<file path="src/rtl/multicycle_controller.sv">
// Multi-cycle FETCH/DECODE/EXECUTE/MEM/WB sequencer for the RISC-V core datapath.
// Drives memory handshake, datapath selects and a retired-instruction counter.
module multicycle_controller #(
    parameter int RETIRE_W = 32
) (
    input  logic                clk,
    input  logic                reset,
    input  logic [31:0]         instruction_i,
    input  logic                mem_ready_i,
    output logic                mem_req_o,
    output logic                mem_we_o,
    output logic                addr_sel_o,
    output logic                ir_write_o,
    output logic                pc_write_o,
    output logic [1:0]          alu_src_b_o,
    output logic [6:0]          imm_op_o,
    output logic                reg_write_o,
    output logic                mem_to_reg_o,
    output logic                illegal_o,
    output logic                retire_o,
    output logic [RETIRE_W-1:0] retired_count_o,
    output logic [2:0]          state_o
);

    // state   | meaning
    // FETCH   | request instruction at PC, load IR and PC+4 on ready
    // DECODE  | latch opcode, reject unsupported opcodes
    // EXECUTE | ALU operation, select operand B
    // MEM     | data access at ALU address (LOAD/STORE)
    // WB      | register-file write and retire
    typedef enum logic [2:0] {
        S_FETCH   = 3'd0,
        S_DECODE  = 3'd1,
        S_EXECUTE = 3'd2,
        S_MEM     = 3'd3,
        S_WB      = 3'd4
    } state_t;

    localparam logic [6:0] OP_R     = 7'b0110011;
    localparam logic [6:0] OP_I     = 7'b0010011;
    localparam logic [6:0] OP_LUI   = 7'b0110111;
    localparam logic [6:0] OP_LOAD  = 7'b0000011;
    localparam logic [6:0] OP_STORE = 7'b0100011;

    state_t                state_q, state_d;
    logic [6:0]            opcode_q;
    logic [RETIRE_W-1:0]   count_q;

    logic       mem_req, mem_we, addr_sel, ir_write, pc_write;
    logic [1:0] alu_b;
    logic       reg_write, mem_to_reg, illegal, retire;
    logic       unused_ir_bits;

    assign unused_ir_bits = ^instruction_i[31:7];

    function automatic logic op_legal(input logic [6:0] op);
        return (op == OP_R) || (op == OP_I) || (op == OP_LUI) ||
               (op == OP_LOAD) || (op == OP_STORE);
    endfunction

    always_ff @(posedge clk) begin
        if (!reset) begin
            state_q  <= S_FETCH;
            opcode_q <= '0;
            count_q  <= '0;
        end else begin
            state_q <= state_d;
            if (state_q == S_DECODE)
                opcode_q <= instruction_i[6:0];
            if (retire)
                count_q <= count_q + RETIRE_W'(1);
        end
    end

    always_comb begin
        state_d    = state_q;
        mem_req    = 1'b0;
        mem_we     = 1'b0;
        addr_sel   = 1'b0;
        ir_write   = 1'b0;
        pc_write   = 1'b0;
        alu_b      = 2'b00;
        reg_write  = 1'b0;
        mem_to_reg = 1'b0;
        illegal    = 1'b0;
        retire     = 1'b0;
        case (state_q)
            S_FETCH: begin
                mem_req = 1'b1;
                alu_b   = 2'b01;
                if (mem_ready_i) begin
                    ir_write = 1'b1;
                    pc_write = 1'b1;
                    state_d  = S_DECODE;
                end
            end
            // Decision uses the live IR; the latched copy is valid from EXECUTE on.
            S_DECODE: begin
                if (op_legal(instruction_i[6:0])) begin
                    state_d = S_EXECUTE;
                end else begin
                    illegal = 1'b1;
                    state_d = S_FETCH;
                end
            end
            S_EXECUTE: begin
                alu_b   = (opcode_q == OP_R) ? 2'b00 : 2'b10;
                state_d = (opcode_q == OP_LOAD || opcode_q == OP_STORE) ? S_MEM : S_WB;
            end
            S_MEM: begin
                mem_req  = 1'b1;
                addr_sel = 1'b1;
                mem_we   = (opcode_q == OP_STORE);
                if (mem_ready_i) begin
                    if (opcode_q == OP_STORE) begin
                        retire  = 1'b1;
                        state_d = S_FETCH;
                    end else begin
                        state_d = S_WB;
                    end
                end
            end
            S_WB: begin
                reg_write  = 1'b1;
                mem_to_reg = (opcode_q == OP_LOAD);
                retire     = 1'b1;
                state_d    = S_FETCH;
            end
            default: state_d = S_FETCH;
        endcase
    end

    // Everything is held at zero while reset is low, including the memory request.
    assign mem_req_o       = reset & mem_req;
    assign mem_we_o        = reset & mem_we;
    assign addr_sel_o      = reset & addr_sel;
    assign ir_write_o      = reset & ir_write;
    assign pc_write_o      = reset & pc_write;
    assign alu_src_b_o     = reset ? alu_b : 2'b00;
    assign imm_op_o        = reset ? opcode_q : 7'd0;
    assign reg_write_o     = reset & reg_write;
    assign mem_to_reg_o    = reset & mem_to_reg;
    assign illegal_o       = reset & illegal;
    assign retire_o        = reset & retire;
    assign retired_count_o = reset ? count_q : '0;
    assign state_o         = reset ? state_q : 3'd0;

endmodule
</file>
<file path="config.mk">
export PLATFORM = sky130hd
export DESIGN_NAME = multicycle_controller
export DESIGN_NICKNAME = d
export VERILOG_FILES = /design/src/rtl/multicycle_controller.sv
export SDC_FILE = /design/constraint.sdc
export NUM_CORES = 1
export LEC_CHECK = 0
export BUFFER_PORTS_ARGS = -buffer_cell sky130_fd_sc_hd__buf_2
export CAP_MARGIN = 20
export CORE_MARGIN = 2
export CORE_UTILIZATION = 49
export CTS_CLUSTER_SIZE = 8
export DETAILED_ROUTE_END_ITERATION = 16
export PLACE_DENSITY = 0.8
export SYNTH_ARGS = -nofsm -noshare
export SYNTH_HDL_FRONTEND = slang
export SYNTH_SLANG_ARGS = --single-unit
</file>
<file path="constraint.sdc">
create_clock -name clk -period 2.85 [get_ports clk]
set_clock_uncertainty 0.2 [all_clocks]
set_input_delay 0.1425 -clock clk [delete_from_list [all_inputs] [get_ports clk]]
set_output_delay 0.1425 -clock clk [all_outputs]
set_load 0.02 [all_outputs]
</file>
* Yosys cells after proc, flatten, opt, wreduce, memory -nomap -nowiden
Index checks and enable logic that the tools add are counted.
** Word-level totals
- Register bits after elaboration :: 42
- Input port bits :: 35
- Word-level logic and storage cells :: 58
** Operators by class
- Add/subtract/negate cells :: 1
- Equal/unequal tests :: 14
- Mux-type cells :: 24
- Bitwise gates (word level) :: 8
- Reduce and logical (&&, ||, !) cells :: 8
** Operators by type and width (count)
- 7-bit by 6-bit == test with 1-bit output (second input constant) :: 5
- 32-bit by 1-bit adder with 32-bit output (second input constant) :: 1
- 32-bit 2-to-1 mux :: 1
- 3-bit 2-to-1 mux :: 5
- 7-bit by 2-bit == test with 1-bit output (second input constant) :: 2
- 3-bit one-hot mux with 4 select lines :: 1
- 1-bit 2-to-1 mux :: 11
- 1-bit AND :: 8
- 7-bit by 5-bit == test with 1-bit output (second input constant) :: 1
- 7-bit 2-to-1 mux :: 1
- 3-bit by 2-bit == test with 1-bit output (second input constant) :: 2
- 2-bit 2-to-1 mux :: 3
- 1-bit logical OR :: 5
- 2-bit inequality test (second input constant) :: 2
- 2-bit one-hot mux with 2 select lines :: 1
- 3-bit by 1-bit == test with 1-bit output (second input constant) :: 1
- 3-bit == test (second input constant) :: 1
- 3-bit zero test :: 1
- 1-bit one-hot mux with 2 select lines :: 1
- 2-bit AND reduction :: 1
- 2-bit OR reduction :: 1

* Logic depth before layout (Yosys ltp)
- Depth after elaboration :: 8
- Gate-level depth with buffers :: 7

* Worst setup path after synthesis
OpenSTA, ideal clock, no wires.
- Path kind :: reg2reg
- Start point :: register state_q[0]
- End point :: register count_q[25]
- Library setup time :: 0.121 ns
- Arrival :: 1.844 ns
- Data required time :: 2.529 ns
- Slack :: 0.685 ns
- Cell stages (with the launch flop) :: 8
- Path buffers :: 2
- Period minus slack after synthesis :: 2.165 ns
- Cells stage by stage :: dfxtp_1 > buf_2 > and4b_1 > nand4_1 > and2_1 > clkbuf_1 > nor4_1 > mux2_2
** Between the ends
- Longest elaborated chain between the ends :: 2
- Elaborated cells on any way between the ends :: 3
- Those cells by class :: eq/ne: 2; mux: 1
** Ends and longest elaborated chain
- from (decl) :: RTL line 45 : state_t state_q, state_d;
- from (signal assigned) :: RTL line 67 : state_q <= state_d;
- 3-bit == test / 3-bit by 2-bit == test with 1-bit output (equally long branches) :: RTL line 87 : case (state_q)
- 1-bit one-hot mux with 2 select lines (*) :: RTL line 87
- to (signal assigned) :: RTL line 71 : count_q <= count_q + RETIRE_W'(1);
- to (decl) :: RTL line 47 : logic [RETIRE_W-1:0] count_q;
Every way passes the cells marked *; elsewhere a longest branch is shown, timed or not.
A chain may end at the register's enable or synchronous reset.

* Worst setup path in the final report
- Start point :: register state_q[0]
- End point :: output illegal_o
** Between the ends
- Longest elaborated chain between the ends :: 3
** Ends and longest elaborated chain
- 3-bit by 1-bit == test with 1-bit output :: RTL line 87
- 1-bit 2-to-1 mux :: RTL line 87
- 1-bit AND :: RTL line 143 : assign illegal_o = reset & illegal;
- to (decl) :: RTL line 19 : output logic illegal_o,
No other way between the ends.

==> results.md <==
* Vias at 2252
* Slew @ Worst Pin at 665 ps
* ANT nets after route at 0
* Synth top area cells: dfxtp_1, nor2_1, and2_1
* Max cap viols at 0
* Clock root buffer: clkbuf_8
* First-pass GRT wire length at between 8000 and 9000 microns
* Mapped Cells at 294
* Port-buffer cells at a little over 60
* Dpl hpwl at ~3700 microns
* Antenna cells at 0
* Post-CTS setup buffer count at 0
* Drc violations at 0
* TritonCTS buffer count at 5
* Slowest stage delay, CP at 530 ps
* Die W at just over 70 microns
* Worst EP required at 2510 ps
* Clock buffer depth at 2
* Worst Setup Path Type: reg -> out
* Crit path DAT at 2140 ps
* Final Hold Vio Count at 0
* Synth area leader: dfxtp_1
* Num rows at 24
* Startpoint Class: register
* Pwr Density at 388 nW/um^2
* Core footprint at 4440 sq um
* Wire length after detailed routing at 5320 microns
* Slowest-stage cell, CP: or3_1
* CTS clk-pin slew, worst paths at 70 ps
* Number of synthesized flops with an enable pin at 0
* GPL Wtd Cong at 0.916
* Synth Flop Type: dfxtp_1
* RSZ-0062 raised after global routing: false
* Crit end category: output pin
* Run status: finished, final reports clean
* Peak VDD IR at roughly 0.25 mV
* Top Ports at just under 90
* Synth warnings at 0
* Endpoints failing setup at 0
* Max_slew headroom at 54.5%
* Yosys top cell area share at 36.6%
* DR WL/cell at 12.9 microns
* Die height at 72.5 microns
* Peak Freq at 402 MHz
* Seq cells post-synth at 42
* Async SR Flop Fraction at 0%
* Synthesized area at between 2000 and 2500 sq um
* H-tree depth at 2
* Seq/Total Area, Yosys at 36.6%
* Total grt overflow at 0
* Tmin final at 2480 ps
* Total power draw at ~0.0011 W
* P&R area growth vs syn at 22.5%
* PostCTS Resize Cnt at 0
* Starting density of the core at 51.7%
* Die ar. at approximately 5300 sq um
* CTS sink cnt at 42
* Library cells used by synthesis at 41
* Post-route clock period utilization at 87.2%
* Clk_lat worst skew at 300 ps
* Share of layout cells above drive strength 1 at 25.4%
* CP top delay family: simple AND/OR/NAND/NOR gates
* Vias in the first global route at roughly 2.0k
* Setup_tns at 0 ps
* Largest net degree at the start of global routing at 39
* Syn_nets at 330
* Crit path max fanout at 10
* Worst path cell trace: inv_1, or3_1, or2_2, nor2_1, buf_2
* Final Net Count at 398
* Avg Cell Area, Syn at about 7.8 sq um
* P_leak at 1.30 nW
* Initial antenna violation count at 0
* Buffer and inverter count on the worst path at 2
* Number of detailed-route iterations in the first pass at 4
* Drt initial violations at about 130
* TritonCTS clock tree: done
* Layout fillers at 404
* Tightest hold margin at 37.9 ps
* Hold Path Class: in -> reg
* Vias/cell at 5.44
* Slew Viols, Final at 0
* Total Routing Usage GR at a little over 20%
[sequential cells by signal, summed over array words and instances (netlist names)]
| signal | count |
|---|---|
| count_q | 32 |
| opcode_q | 7 |
| state_q | 3 |
[path summary, 6_finish.rpt]
kind	startpoint	to	slack, ps	cells after the start
max	state_q[0]$_SDFFE_PN0P_	illegal_o	370	5
min	reset	count_q[24]$_SDFFE_PN0P_	40	2
min reg2reg	count_q[31]$_SDFFE_PN0P_	count_q[31]$_SDFFE_PN0P_	290	2
max reg2reg	count_q[0]$_SDFFE_PN0P_	count_q[22]$_SDFFE_PN0P_	530	6
[synthesized netlist by cell type (5+ instances only)]
master / instances
nor2_1: 52
dfxtp_1: 42
and2_1: 29
nand2_1: 24
inv_1: 18
a21oi_1: 16
xnor2_1: 14
clkbuf_1: 13
mux2_2: 12
nand3_1: 10
a2111oi_0: 7
nand4_1: 7
nor3_1: 5
[cell usage in the layout (no fill, tap or decap), drive strengths merged, types with 4 or more instances in the layout]
| cell | n |
|---|---|
| dlygate4sd3 | 8 |
| nand2 | 24 |
| xnor2 | 14 |
| and3 | 4 |
| nand3 | 10 |
| clkbuf | 7 |
| nand4 | 8 |
| mux2 | 12 |
| dfxtp | 42 |
| nor3 | 5 |
| and4 | 4 |
| and2 | 29 |
| inv | 18 |
| buf | 69 |
| a21oi | 16 |
| or3 | 4 |
| a211oi | 5 |
| a2111oi | 8 |
| nor2 | 52 |
[metal layers]
metal	vias to the layer above	wire [microns]	track usage, %
li1	1139	-	-
met1	1045	2430	25.5
met2	61	2540	34.4
met3	7	266	6.25
met4	0	81	7.82
met5	-	0	0
[through the flow]
| stage | util (%) | area, sq um | setup WS (ps) | instances |
|---|---|---|---|---|
| after global routing | 63.3 | 2820 | 207 | 414 |
| final | 63.3 | 2820 | 365 | 414 |
| after CTS | 63.3 | 2820 | 377 | 414 |
| after detailed placement | 59.8 | 2660 | 538 | 399 |
| after global placement | 59.8 | 2660 | 580 | 399 |
| after floorplan | - | 2300 | 685 | 294 |
[where the power goes]
group / switching [W] / leakage [nW] / internal [W]
sequential: 0.0000136 / 0.340 / 0.000599
combinational: 0.0000703 / 0.923 / 0.0000416
clock: 0.000198 / 0.0383 / 0.000169
[cell families after synthesis]
logic type	count (synthesis)	synth area share (%)
xor+xnor	14	5.34
fa+ha+maj	1	0.545
mux	12	5.88
flops	42	36.6
compound gates	39	11.7
simple gates	152	34.1
buf+inv	34	5.83
[repair_timing]
action / 4_1_cts / 5_1_grt
setup endpoints to repair: 0 / 0
hold buffers: 8 / 0
endpoints found under the hold margin: 8 / 0
[final cells by class]
cell class / count / area [sq um] / area share [%]
sequential: 42 / 841 / 29.9
inverter: 18 / 67.6 / 2.40
multi-input combinational: 218 / 1320 / 47.0
timing repair buffer: 77 / 443 / 15.7
clock buffer: 7 / 76.3 / 2.71
tap: 52 / 65.1 / 2.31
Note: power is estimated with default switching activity, not from simulation.
